`src/rtl/rbus_arbnto1_rr_pkg.sv`:
```
// Shared rbus arbitration types and the round-robin selection function.
package rbus_arbnto1_rr_pkg;

    localparam int N_DEF    = 5;
    localparam int LENW_DEF = 4;
    localparam int TMO_DEF  = 15;
    localparam int N_MAX    = 16;
    localparam int IDW_MAX  = 4;

    typedef enum logic {
        IDLE,
        GRANT
    } arb_state_e;

    typedef struct packed {
        logic               any;
        logic [N_MAX-1:0]   onehot;
        logic [IDW_MAX-1:0] idx;
    } rr_pick_t;

    // First requester at or above ptr, wrapping n-1 -> 0; ptr must be < n.
    function automatic rr_pick_t rr_pick(input logic [N_MAX-1:0] req,
                                         input logic [IDW_MAX-1:0] ptr,
                                         input int n);
        rr_pick_t r;
        int       c;
        r = '0;
        for (int k = 0; k < N_MAX; k++) begin
            if (k < n) begin
                c = int'(ptr) + k;
                if (c >= n) c = c - n;
                if (!r.any && req[c[IDW_MAX-1:0]]) begin
                    r.any                    = 1'b1;
                    r.idx                    = c[IDW_MAX-1:0];
                    r.onehot[c[IDW_MAX-1:0]] = 1'b1;
                end
            end
        end
        return r;
    endfunction

endpackage

```
`src/rtl/rbus_arbnto1_rr_if.sv`:
```
// Request/grant bundle between the input channels, the output mux and the arbiter.
interface rbus_arbnto1_rr_if #(
    parameter int N    = 5,
    parameter int LENW = 4
);
    localparam int IDW = $clog2(N);

    logic [N-1:0]           i_req;
    logic [N-1:0][LENW-1:0] i_len;
    logic                   i_beat;
    logic                   i_dst_rdy;
    logic [N-1:0]           o_gnt;
    logic [IDW-1:0]         o_gnt_id;
    logic                   o_gnt_vld;
    logic                   ff_err;

    // Requesting side: channels and mux feed requests and beats, observe the grant.
    modport master (
        output i_req, i_len, i_beat, i_dst_rdy,
        input  o_gnt, o_gnt_id, o_gnt_vld, ff_err
    );

    // Arbiter side.
    modport slave (
        input  i_req, i_len, i_beat, i_dst_rdy,
        output o_gnt, o_gnt_id, o_gnt_vld, ff_err
    );

endinterface

```
`src/rtl/rbus_rr_pick.sv`:
```
// Combinational round-robin priority selector: request vector + pointer -> one-hot and index.
module rbus_rr_pick
    import rbus_arbnto1_rr_pkg::*;
#(
    parameter int N = 5
) (
    input  logic [N-1:0]         req,
    input  logic [$clog2(N)-1:0] ptr,
    output logic [N-1:0]         onehot,
    output logic [$clog2(N)-1:0] idx,
    output logic                 any
);
    localparam int IDW = $clog2(N);

    rr_pick_t pick;

    // Widen to the package's fixed width, select, then narrow back.
    always_comb begin
        pick   = rr_pick(N_MAX'(req), IDW_MAX'(ptr), N);
        onehot = pick.onehot[N-1:0];
        idx    = pick.idx[IDW-1:0];
        any    = pick.any;
    end

endmodule

```
`src/rtl/rbus_arbnto1_rr.sv`:
```
// Packet-granular round-robin arbiter driving the select of one rbus N-to-1 mux.
module rbus_arbnto1_rr
    import rbus_arbnto1_rr_pkg::*;
#(
    parameter int N    = N_DEF,
    parameter int LENW = LENW_DEF,
    parameter int TMO  = TMO_DEF
) (
    input logic               clk,
    input logic               rst,
    rbus_arbnto1_rr_if.slave  bus
);
    localparam int IDW = $clog2(N);
    localparam int WDW = $clog2(TMO + 1);

    arb_state_e     state;
    logic [IDW-1:0] ptr;
    logic [LENW-1:0] cnt;
    logic [WDW-1:0] wd;

    logic [IDW-1:0] next_ptr;
    logic [IDW-1:0] pick_ptr;
    logic [N-1:0]   pick_onehot;
    logic [IDW-1:0] pick_idx;
    logic           pick_any;
    logic           last_beat;
    logic           issue;

    // Search pointer: stored ptr when idle; one past the current winner while granted,
    // which leaves the winner last in line so it only wins again as sole requester.
    always_comb begin
        next_ptr  = (bus.o_gnt_id == IDW'(N - 1)) ? '0 : bus.o_gnt_id + 1'b1;
        pick_ptr  = (state == GRANT) ? next_ptr : ptr;
        last_beat = (state == GRANT) && bus.i_beat && (cnt == '0);
        issue     = bus.i_dst_rdy && pick_any && ((state == IDLE) || last_beat);
    end

    rbus_rr_pick #(.N(N)) u_pick (
        .req    (bus.i_req),
        .ptr    (pick_ptr),
        .onehot (pick_onehot),
        .idx    (pick_idx),
        .any    (pick_any)
    );

    // Grant FSM with beat counter, watchdog and registered grant outputs.
    // NOTE: state updates use <= so every register samples pre-edge values together.
    always_ff @(posedge clk or posedge rst) begin
        if (rst) begin
            state         <= IDLE;
            ptr           <= '0;
            cnt           <= '0;
            wd            <= '0;
            bus.o_gnt     <= '0;
            bus.o_gnt_id  <= '0;
            bus.o_gnt_vld <= 1'b0;
            bus.ff_err    <= 1'b0;
        end else if (issue) begin
            if (state == GRANT) ptr <= next_ptr;
            state         <= GRANT;
            cnt           <= bus.i_len[pick_idx];
            wd            <= '0;
            bus.o_gnt     <= pick_onehot;
            bus.o_gnt_id  <= pick_idx;
            bus.o_gnt_vld <= 1'b1;
        end else if (state == GRANT) begin
            if (bus.i_beat) begin
                wd <= '0;
                if (cnt == '0) begin
                    ptr           <= next_ptr;
                    state         <= IDLE;
                    bus.o_gnt     <= '0;
                    bus.o_gnt_vld <= 1'b0;
                end else begin
                    cnt <= cnt - 1'b1;
                end
            end else if (wd == WDW'(TMO - 1)) begin
                bus.ff_err    <= 1'b1;
                ptr           <= next_ptr;
                state         <= IDLE;
                bus.o_gnt     <= '0;
                bus.o_gnt_vld <= 1'b0;
            end else begin
                wd <= wd + 1'b1;
            end
        end
    end

endmodule

```
`src/flat_wrapper.sv`:
```
// flat-port wrapper written by rule: the top's interface ports become plain ports
module rbus_arbnto1_rr_flat import rbus_arbnto1_rr_pkg::*;
#(
    parameter int N    = N_DEF,
    parameter int LENW = LENW_DEF,
    parameter int TMO  = TMO_DEF
)
  (clk, rst, bus_i_req, bus_i_len, bus_i_beat, bus_i_dst_rdy, bus_o_gnt, bus_o_gnt_id, bus_o_gnt_vld, bus_ff_err);
  rbus_arbnto1_rr_if #(.N(N), .LENW(LENW)) bus_i ();
  input logic clk;
  input logic rst;
  input wire logic [$bits(bus_i.i_req)-1:0] bus_i_req;
  input wire logic [$bits(bus_i.i_len)-1:0] bus_i_len;
  input wire logic [$bits(bus_i.i_beat)-1:0] bus_i_beat;
  input wire logic [$bits(bus_i.i_dst_rdy)-1:0] bus_i_dst_rdy;
  output wire logic [$bits(bus_i.o_gnt)-1:0] bus_o_gnt;
  output wire logic [$bits(bus_i.o_gnt_id)-1:0] bus_o_gnt_id;
  output wire logic [$bits(bus_i.o_gnt_vld)-1:0] bus_o_gnt_vld;
  output wire logic [$bits(bus_i.ff_err)-1:0] bus_ff_err;
  assign bus_i.i_req = bus_i_req;
  assign bus_i.i_len = bus_i_len;
  assign bus_i.i_beat = bus_i_beat;
  assign bus_i.i_dst_rdy = bus_i_dst_rdy;
  assign bus_o_gnt = bus_i.o_gnt;
  assign bus_o_gnt_id = bus_i.o_gnt_id;
  assign bus_o_gnt_vld = bus_i.o_gnt_vld;
  assign bus_ff_err = bus_i.ff_err;
  rbus_arbnto1_rr #(.N(N), .LENW(LENW), .TMO(TMO)) u_core (.clk(clk), .rst(rst), .bus(bus_i));
endmodule
```
`config.mk`:
```
export PLATFORM = sky130hd
export DESIGN_NAME = rbus_arbnto1_rr_flat
export DESIGN_NICKNAME = d
export VERILOG_FILES = /design/src/rtl/rbus_arbnto1_rr_pkg.sv /design/src/rtl/rbus_arbnto1_rr_if.sv /design/src/rtl/rbus_rr_pick.sv /design/src/rtl/rbus_arbnto1_rr.sv /design/src/flat_wrapper.sv
export SDC_FILE = /design/constraint.sdc
export NUM_CORES = 1
export LEC_CHECK = 0
export BUFFER_PORTS_ARGS = -buffer_cell sky130_fd_sc_hd__buf_2
export CORE_AREA = 2 2 83 85
export CTS_CLUSTER_SIZE = 40
export DETAILED_ROUTE_END_ITERATION = 16
export DIE_AREA = 0 0 85 87
export REMOVE_ABC_BUFFERS = 1
export SLEW_MARGIN = 20
export SYNTH_ARGS = -nofsm -noshare
export SYNTH_HDL_FRONTEND = slang
export SYNTH_SLANG_ARGS = --single-unit
```
`constraint.sdc`:
```
create_clock -name clk -period 5.75 [get_ports clk]
set_input_delay 0.575 -clock clk [delete_from_list [all_inputs] [get_ports clk]]
set_output_delay 0.575 -clock clk [all_outputs]
set_load 0.1 [all_outputs]
```
==> run_results.csv, run 1 <==
group,metric,value,unit
timing,finalClockSkew,0.00469,ns
yosys,ys_types,76,
placed_design,dp_slack,0.286,ns
layout,seqCellArea,551,sq um
worst_setup_path,crit_type,"flip-flop to flip-flop",
yosys,synthesis.area_per_instance,7.81,sq um
layout,layout_common_cells,"nand2_1, buf_2, nand3_1",
layout,drive_gt1_share,22.1,%
yosys,synthFlopType,"dfrtp_1",
worst_setup_path,endpoint_kind,"flip-flop",
die,start_util,43.5,%
timing,slew_headroom,41.1,%
clock_tree,cts_tree,"built",
clock_tree,cts_htree_levels,1,
layout,antenna_cells,0,
layout,syn_to_final_growth,12.8,%
clock_tree,cts.sink_count,22,
clock_tree,clock_path_buffers,2,
global_routing,grt_overflow_total,0,
global_routing,grt_pass1_vias,2816,
timing,period_share,93.6,%
yosys,ys_seq_area_share,19.2,%
yosys,syn-cell-area,2860,sq um
worst_setup_path,arrival,5.53,ns
layout,fillers,670,
drt,drtIter0Drc,309,
clock_tree,clkTransAtPathRegs,0.08,ns
yosys,yosys_register_bits,22,
yosys,async_flop_share,100,%
worst_setup_path,start_kind,"flip-flop",
die,die_area,7400,sq um
layout,nets,449,
drt,drt-total-wl,8.71,mm
drt,vias,2981,
placed_design,hpwlAfterDp,6.64,mm
min_path,hold_class,"flip-flop to flip-flop",
clock_tree,post_cts_buffers,0,
layout,final_core_util,49.1,%
placed_design,gp_congestion,0.931,
drt,drc_errors,0,
timing,slew_viol_final,0,
drt,detail_route.wl_per_cell,18.1,um
global_routing,grt_max_degree,27,
layout,instances_no_fill,482,
run,drv_cap,0,
clock_tree,cts_root_buffer,"clkbuf_8",
timing,tightest_slew,0.883,ns
yosys,synth_edf_count,0,
clock_tree,cts_buffers,3,
run_status,outcome,"finished clean",
drt,viasPerCell,6.18,
die,num_rows,30,
clock_tree,clk_latency,0.26,ns
drt,drt-pass1-iter-count,5,
worst_setup_path,cp_max_fo,9,
clock_tree,cts.repair.resized,0,
clock_tree,postCtsHoldBufs,0,
global_routing,antenna_found_initial,0,
placed_design,port_buffers,38,
die,die_y,87,um
timing,setup_viol,0,
die,die_w,85,um
layout,multiInputGateArea,2150,sq um
die,ios,39,
yosys,yosysWarnings,0,
drt,ant_nets,0,
timing,final_hold_viol_count,0,
timing,max_freq,186,MHz
die,core,6570,sq um
timing,worst_slack,0.368,ns
global_routing,grt_usage,23.6,%
worst_setup_path,cp.required,5.90,ns
timing,min_period,5.38,ns
placed_design,placedCellCount,478,
yosys,synthCells,366,
timing,rsz0062_at_grt,"no",
global_routing,grt_pass1_wl,14.0,mm
[flip-flops by register name (all words and copies together) (netlist names)]
register and cells:
u_core.bus.ff_err 1, u_core.cnt 4, u_core.bus.o_gnt 5, u_core.ptr 3
u_core.state 1, u_core.bus.o_gnt_id 3, u_core.bus.o_gnt_vld 1, u_core.wd 4
[cells in the mapped netlist (all sizes together) (3+ instances only)]
cell,n,area share [%]
nand2,38,5.0
a21oi,29,5.6
nand3,29,5.1
dfrtp,22,19
nor2,22,2.9
o21ai,18,3.1
ha,16,7.0
inv,16,2.1
mux2,13,5.2
clkbuf,12,1.6
nor3,12,2.3
a211oi,9,2.5
buf,8,1.5
xnor2,8,2.4
and2,6,1.3
nand2b,6,1.3
a22o,5,1.5
o31ai,5,1.3
or3,5,1.1
a211o,4,1.2
a21boi,4,1.0
mux2i,4,1.4
nor4,4,0.87
a2111oi,3,1.1
a21o,3,0.79
a311oi,3,0.92
a31oi,3,0.66
and3,3,0.66
mux4,3,2.4
nand4,3,0.66
nor3b,3,0.96
o21a,3,0.79
o22ai,3,0.66
o311a,3,1.0
[area by class of cell]
type	instances	area share (%)
multi-input cells	306	66.7
well taps	80	3.10
clock buffers	4	1.71
inverters	18	2.25
flip-flops and latches	22	17.1
repair buffers	52	9.15
[kinds of logic after synthesis]
family                     after synthesis  synth area share, %
and+or+nand+nor                        139                 24.3
adders and majority gates               17                 7.70
DFF                                     22                 19.2
muxes                                   20                 9.01
AOI/OAI and AO/OA                      122                 31.7
buffers and inverters                   38                 5.60
xor gates and xnor gates                 8                 2.45
[critical path: stages, from the launching register on]
cell	delay, ns
dfrtp_1	0.40
inv_1	0.08
ha_1	0.24
a21oi_1	0.46
a21oi_4	0.17
inv_2	0.18
ha_1	0.36
inv_1	0.24
o21ai_1	0.43
nand3_1	0.16
a21bo_2	0.24
a2111oi_2	0.55
o211ai_1	0.30
o31ai_1	0.39
o2bb2ai_2	0.18
mux2_4	0.33
mux2_2	0.26
a211o_1	0.28
[per-stage QoR]
stage	cell area, sq um	hold slack, ns	TNS, ns
finish	3230	0.471	0
global route	3230	0.497	0
CTS	3220	0.480	0
detailed placement	3170	0.459	0
global placement	3170	0.457	0
floorplan	2770	0.448	-0.943
[worst paths after layout]
path | from | end | slack, ns | depth (start not counted)
worst max-delay path | u_core.bus.o_gnt_id[0] | u_core.cnt[0] | 0.37 | 17
worst min register to register | u_core.bus.o_gnt_vld | u_core.bus.o_gnt_vld | 0.47 | 2
min in group asynchronous | rst | u_core.ptr[0] | 0.48 | 2
worst min-delay path | u_core.bus.o_gnt_vld | u_core.bus.o_gnt_vld | 0.47 | 2
max in group asynchronous | rst | u_core.cnt[0] | 4.72 | 2
worst max register to register | u_core.bus.o_gnt_id[0] | u_core.cnt[0] | 0.37 | 17
[routing by layer]
layer | GRT usage [%] | part of all wire, % | vias up
met4 | 6.35 | 2.5 | 0
met1 | 33.9 | 47 | 1392
met5 | 0 | 0 | -
met3 | 2.65 | 4.6 | 15
met2 | 37.7 | 46 | 106
li1 | - | - | 1468
Power of run 1 is not shown: default switching activity piles up to over one toggle a cycle in this logic, so the estimate is an artifact.
==> inputs of run 2 (changes only) <==
- CORE_AREA: 2 2 83 85 -> 2 2 79 81
- DIE_AREA: 0 0 85 87 -> 0 0 81 83
- PLACE_DENSITY: default -> 0.7
- SLEW_MARGIN: 20 -> default
==> run 2 against run 1 <==
Net effect:
- register-to-register slack improved by 0.08 ns
- critical path depth up 2
- worst hold slack worse by 0.0090 ns
- wire length shrank 1.6%
- non-clock buffer count fell by 3
- sequential share of layout area is 0.066 points higher
- first-iteration DRC count fell by 23%
- via count increased by 2.9%
- maximum frequency rose by 1.5%
- utilization rose by 6.1 points
- clock skew increased by 0.0064 ns
==> run_results.csv, run 2 (synthesis results as in run 1) <==
group,metric,value,unit
run_status,outcome,"finished clean",
placed_design,gp_congestion,0.981,
drt,drtIter0Drc,237,
worst_setup_path,rrSetupSlack,0.45,ns
drt,drt-pass1-iter-count,5,
clock_tree,cts.sink_count,22,
timing,setup_viol,0,
drt,vias,3068,
drt,viasPerCell,6.47,
placed_design,hpwlAfterDp,6.45,mm
clock_tree,clkTransAtPathRegs,0.10,ns
drt,ant_nets,0,
timing,rsz0062_at_grt,"no",
layout,seqCellArea,551,sq um
die,start_util,49.2,%
timing,worst_slack,0.450,ns
global_routing,grt_pass1_vias,2859,
clock_tree,cts.repair.resized,0,
timing,slew_viol_final,0,
layout,largest_reg_flops,5,
layout,regMostFlops,"u_core.bus.o_gnt",
worst_setup_path,crit_type,"flip-flop to flip-flop",
global_routing,grt_overflow_total,0,
layout,syn_to_final_growth,12.3,%
global_routing,antenna_found_initial,0,
clock_tree,cts_buffers,3,
timing,tightest_slew,0.863,ns
layout,layout_common_cells,"nand2_1, buf_2, nand3_1",
worst_setup_path,r2r_cells,19,
timing,max_freq,189,MHz
die,num_rows,28,
layout,reg_top3,"u_core.bus.o_gnt x5, u_core.cnt x4, u_core.wd x4",
die,ios,39,
worst_setup_path,cp_max_fo,11,
timing,final_hold_viol_count,0,
clock_tree,postCtsHoldBufs,0,
timing,period_share,92.2,%
drt,drc_errors,0,
drt,drt-total-wl,8.57,mm
clock_tree,post_cts_buffers,0,
worst_setup_path,regToRegEndpoint,"u_core.cnt[3]",
die,die_w,81,um
layout,nets,446,
worst_setup_path,cp.required,5.91,ns
drt,detail_route.wl_per_cell,18.1,um
timing,finalClockSkew,0.0111,ns
placed_design,port_buffers,38,
placed_design,dp_slack,0.426,ns
layout,multiInputGateArea,2150,sq um
die,die_y,83,um
worst_setup_path,endpoint_kind,"flip-flop",
clock_tree,cts_htree_levels,1,
global_routing,grt_usage,26.2,%
die,core,5820,sq um
min_path,hold_class,"input port to asynchronous set/reset pin",
clock_tree,cts_tree,"built",
clock_tree,cts_root_buffer,"clkbuf_8",
layout,antenna_cells,0,
worst_setup_path,arrival,5.46,ns
worst_setup_path,crit-reg2reg-launch,"u_core.bus.o_gnt_id[0]",
global_routing,grt_pass1_wl,14.2,mm
global_routing,grt_max_degree,31,
die,die_area,6720,sq um
layout,drive_gt1_share,21.8,%
layout,fillers,570,
clock_tree,clk_latency,0.27,ns
run,drv_cap,0,
worst_setup_path,start_kind,"flip-flop",
timing,slew_headroom,42.4,%
timing,min_period,5.30,ns
clock_tree,clock_path_buffers,2,
run 2: cell count changes in the layout (fill, tap and decap cells not counted), sizes merged:
cell and delta:
clkbuf -1, buf -3, bufinv +1
run 2: how the worst max path moves through the flow:
stage                           start             to  slack, ns  cells past startpoint
2_1_floorplan  u_core.bus.o_gnt_id[0]  u_core.cnt[3]      -0.27                     19
3_3_place_gp   u_core.bus.o_gnt_id[0]  u_core.cnt[0]       0.57                     17
3_5_place_dp   u_core.bus.o_gnt_id[0]  u_core.cnt[3]       0.43                     17
4_1_cts        u_core.bus.o_gnt_id[0]  u_core.cnt[3]       0.37                     17
5_1_grt        u_core.bus.o_gnt_id[0]  u_core.cnt[3]       0.06                     19
6_report       u_core.bus.o_gnt_id[0]  u_core.cnt[3]       0.45                     19
run 2: layer usage:
| metal | routed length (um) | vias to the layer above | GRT usage (%) | part of all wire (%) |
|---|---|---|---|---|
| met5 | 0 | - | 0 | 0 |
| met4 | 185 | 0 | 7.70 | 2.2 |
| met3 | 578 | 16 | 4.78 | 6.7 |
| li1 | - | 1463 | - | - |
| met2 | 4040 | 125 | 41.2 | 47 |
| met1 | 3760 | 1464 | 36.1 | 44 |
run 2: through the flow:
| step | util (%) | cells | area (sq um) | hold slack (ns) | setup TNS (ns) |
|---|---|---|---|---|---|
| 4_1_cts | 55.2 | 474 | 3210 | 0.480 | 0 |
| 5_1_grt | 55.2 | 474 | 3210 | 0.527 | 0 |
| 3_3_place_gp | 54.0 | 470 | 3140 | 0.455 | 0 |
| 3_5_place_dp | 54.0 | 470 | 3140 | 0.461 | 0 |
| 2_1_floorplan | - | 346 | 2770 | 0.448 | -0.943 |
| 6_report | 55.2 | 474 | 3210 | 0.462 | 0 |
run 2: cell type report:
cell class | count | share of cell area (%)
Clock buffer | 3 | 1.29
Tap cell | 75 | 2.92
Timing Repair Buffer | 49 | 8.49
Sequential cell | 22 | 17.1
Multi-Input combinational cell | 306 | 67.0
Inverter | 18 | 2.26
Clock inverter | 1 | 0.935
run 2: worst max-delay path: stages, from the launching register on:
cell and delay (ns):
dfrtp_1 0.42, inv_1 0.09, ha_1 0.23, a21oi_1 0.20, a21oi_4 0.31, ha_1 0.29, inv_1 0.08, ha_1 0.24
nand2b_1 0.16, o32ai_1 0.25, buf_4 0.23, nand3_1 0.15, o22ai_1 0.30, o41ai_2 0.19, a2111o_1 0.50, nor3_1 0.34
nand2_1 0.13, nand3_1 0.25, mux4_2 0.54, o311a_1 0.29
Power of run 2 is left out for the same reason.
==> inputs of run 3 (changes only) <==
- ABC_AREA: default -> 1
- CELL_PAD_IN_SITES_DETAIL_PLACEMENT: default -> 0
- CELL_PAD_IN_SITES_GLOBAL_PLACEMENT: default -> 1
- CORE_AREA: 2 2 79 81 -> 2 2 87 89
- DIE_AREA: 0 0 81 83 -> 0 0 89 91
- PLACE_DENSITY: 0.7 -> default
- PLACE_DENSITY_LB_ADDON: default -> 0.1
==> run 3 against run 2 <==
Net effect:
- clock skew shrank 0.0084 ns
- wire length shrank 6.3%
- highest routed layer unchanged
- sequential share of layout area grew 0.32 points
- critical path depth grew 5
- largest cell class unchanged
==> run_results.csv, run 3 <==
group,metric,value,unit
yosys,yosysTopAreaCellShare,19.7,%
worst_setup_path,crit_type,"flip-flop to flip-flop",
worst_setup_path,crit_top_cell,"nand2_1",
yosys,synth_edf_count,0,
drt,viasPerCell,5.13,
layout,largest_reg_flops,5,
timing,tightest_slew,0.857,ns
clock_tree,clock_path_buffers,2,
placed_design,port_buffers,38,
layout,nets,551,
timing,setup_viol,0,
timing,max_freq,212,MHz
run_status,outcome,"finished clean",
drt,drt-pass1-iter-count,5,
yosys,yosys_register_bits,22,
yosys,ys_seq_area_share,19.7,%
timing,worst_slack,1.04,ns
timing,finalClockSkew,0.00269,ns
layout,drive_gt1_share,15.5,%
clock_tree,postCtsHoldBufs,0,
global_routing,grt_usage,20.6,%
clock_tree,cts_htree_levels,1,
run,drv_cap,0,
worst_setup_path,cp_max_fo,23,
layout,reg_top3,"u_core.bus.o_gnt x5, u_core.cnt x4, u_core.wd x4",
clock_tree,cts_tree,"built",
timing,slew_headroom,42.8,%
yosys,synth_xor_area_share,1.52,%
die,core,7140,sq um
worst_setup_path,arrival,4.91,ns
timing,slew_viol_final,0,
yosys,muxShareOfSynthArea,0,%
placed_design,dp_slack,1.06,ns
yosys,synth_compound_area_share,12.3,%
clock_tree,clkTransAtPathRegs,0.09,ns
global_routing,grt_overflow_total,0,
clock_tree,cts.sink_count,22,
worst_setup_path,start_kind,"flip-flop",
clock_tree,clk_latency,0.27,ns
die,die_y,91,um
yosys,synth_top_family_by_area,"simple AND/OR/NAND/NOR gates",
clock_tree,cts_root_buffer,"clkbuf_8",
clock_tree,cts_buffers,3,
worst_setup_path,path_cells,"inv_1 -> ha_1 -> nand2_1 -> nand4_1 -> nand2_2 -> inv_2 -> fa_1 -> nand2_1 -> nand2_1 -> a21boi_1 -> nand2_1 -> nor3_2 -> nand2_1 -> nand2_1 -> inv_1 -> nand3_2 -> nor2_2 -> nand3_1 -> nand3_2 -> inv_1 -> nand2_1 -> o21ai_0 -> nand2_1 -> a21oi_1",
placed_design,placedCellCount,599,
yosys,yosysWarnings,0,
yosys,synthCells,466,
layout,regMostFlops,"u_core.bus.o_gnt",
layout,instances_no_fill,603,
layout,syn_to_final_growth,12.7,%
layout,antenna_cells,0,
min_path,hold_class,"input port to asynchronous set/reset pin",
die,die_area,8100,sq um
clock_tree,cts.repair.resized,0,
worst_setup_path,cp_slowest_cell,"fa_1",
yosys,synthesis.area_per_instance,6.00,sq um
global_routing,antenna_found_initial,0,
drt,vias,3094,
worst_setup_path,max_stage_delay,0.44,ns
placed_design,hpwlAfterDp,6.63,mm
yosys,ys_types,40,
global_routing,grt_max_degree,24,
drt,ant_nets,0,
drt,drc_errors,0,
die,start_util,39.2,%
die,num_rows,31,
yosys,synth-simple-area-share,47.5,%
timing,setup_tns,0,ns
yosys,yosys.area_share.adder,7.87,%
global_routing,grt_pass1_wl,13.4,mm
yosys,async_flop_share,100,%
layout,layout_common_cells,"nand2_1, nand3_1, inv_1",
worst_setup_path,endpoint_kind,"flip-flop",
drt,drt-total-wl,8.03,mm
placed_design,gp_congestion,0.905,
worst_setup_path,cp.required,5.95,ns
yosys,syn-cell-area,2800,sq um
layout,mostFrequentLayoutCell,"nand2_1",
drt,detail_route.wl_per_cell,13.3,um
yosys,synth_common_cells,"nand2_1, nand3_1, inv_1",
drt,drtIter0Drc,169,
timing,min_period,4.71,ns
yosys,synthMostInstantiatedCell,"nand2_1",
yosys,synth_area_leaders,"dfrtp_1, nand2_1, nand3_1",
timing,period_share,81.9,%
die,die_w,89,um
yosys,synthFlopType,"dfrtp_1",
clock_tree,post_cts_buffers,0,
timing,rsz0062_at_grt,"no",
timing,final_hold_viol_count,0,
global_routing,grt_pass1_vias,2737,
yosys,synth_area_leader_cell,"dfrtp_1",
die,ios,39,
-- run 3: cell count changes in the layout (fill, tap and decap cells not counted), moves of 6 or more --
cell	change
a21oi_1	-13
nand4_1	+16
nand2_1	+98
inv_2	+6
mux2_2	-12
nor3_1	-6
xnor2_1	-6
inv_1	+54
nand2b_1	-6
nand2_2	+10
nor2_2	+6
a211oi_1	-8
buf_4	-11
nand3_1	+43
-- run 3: kinds of logic after synthesis --
family / count (synthesis)
AOI/OAI and AO/OA: 57
xor gates and xnor gates: 4
adders and majority gates: 17
buffers and inverters: 80
DFF: 22
and+or+nand+nor: 286
-- run 3: final timing paths --
kind	end	from	depth (start not counted)	slack [ns]
hold reg to reg	u_core.bus.ff_err	u_core.bus.ff_err	1	0.48
min in group clk	u_core.bus.ff_err	u_core.bus.ff_err	1	0.48
max in group asynchronous	u_core.cnt[1]	rst	2	4.75
hold / removal	u_core.bus.o_gnt[0]	rst	2	0.47
setup reg to reg	u_core.cnt[3]	u_core.bus.o_gnt_id[0]	24	1.04
setup / recovery	u_core.cnt[3]	u_core.bus.o_gnt_id[0]	24	1.04
-- run 3: area by class of cell --
| cell class | count | area (sq um) |
|---|---|---|
| inverters | 76 | 285 |
| clock inverters | 1 | 30.0 |
| flip-flops and latches | 22 | 551 |
| multi-input cells | 364 | 1930 |
| repair buffers | 38 | 190 |
| fillers | 809 | 3980 |
| clock buffers | 3 | 41.3 |
| well taps | 99 | 124 |
-- run 3: critical path, delay by kind of cell, from the launching register on --
kind                     cells  cell delay (ns)
AO/OA/AOI/OAI                3             0.66
adder cells (fa/ha/maj)      2             0.65
buffers and inverters        4             0.66
flip-flops                   1             0.39
AND/OR/NAND/NOR             15             2.26
-- run 3: routing by layer --
metal  vias up  part of all wire (%)  track usage (%)
met3         2                   5.6             3.91
met5         -                     0                0
met2        96                    44             31.0
li1       1610                     -                -
met4         0                  0.17             1.12
met1      1386                    50             31.9
-- run 3: metrics by stage --
stage	hold slack, ns	util, %	area (sq um)
3_3_place_gp	0.457	43.2	3080
2_1_floorplan	0.513	-	2770
4_1_cts	0.494	44.2	3150
3_5_place_dp	0.471	43.2	3080
6_report	0.467	44.2	3150
5_1_grt	0.529	44.2	3150
Power of run 3 is left out for the same reason.
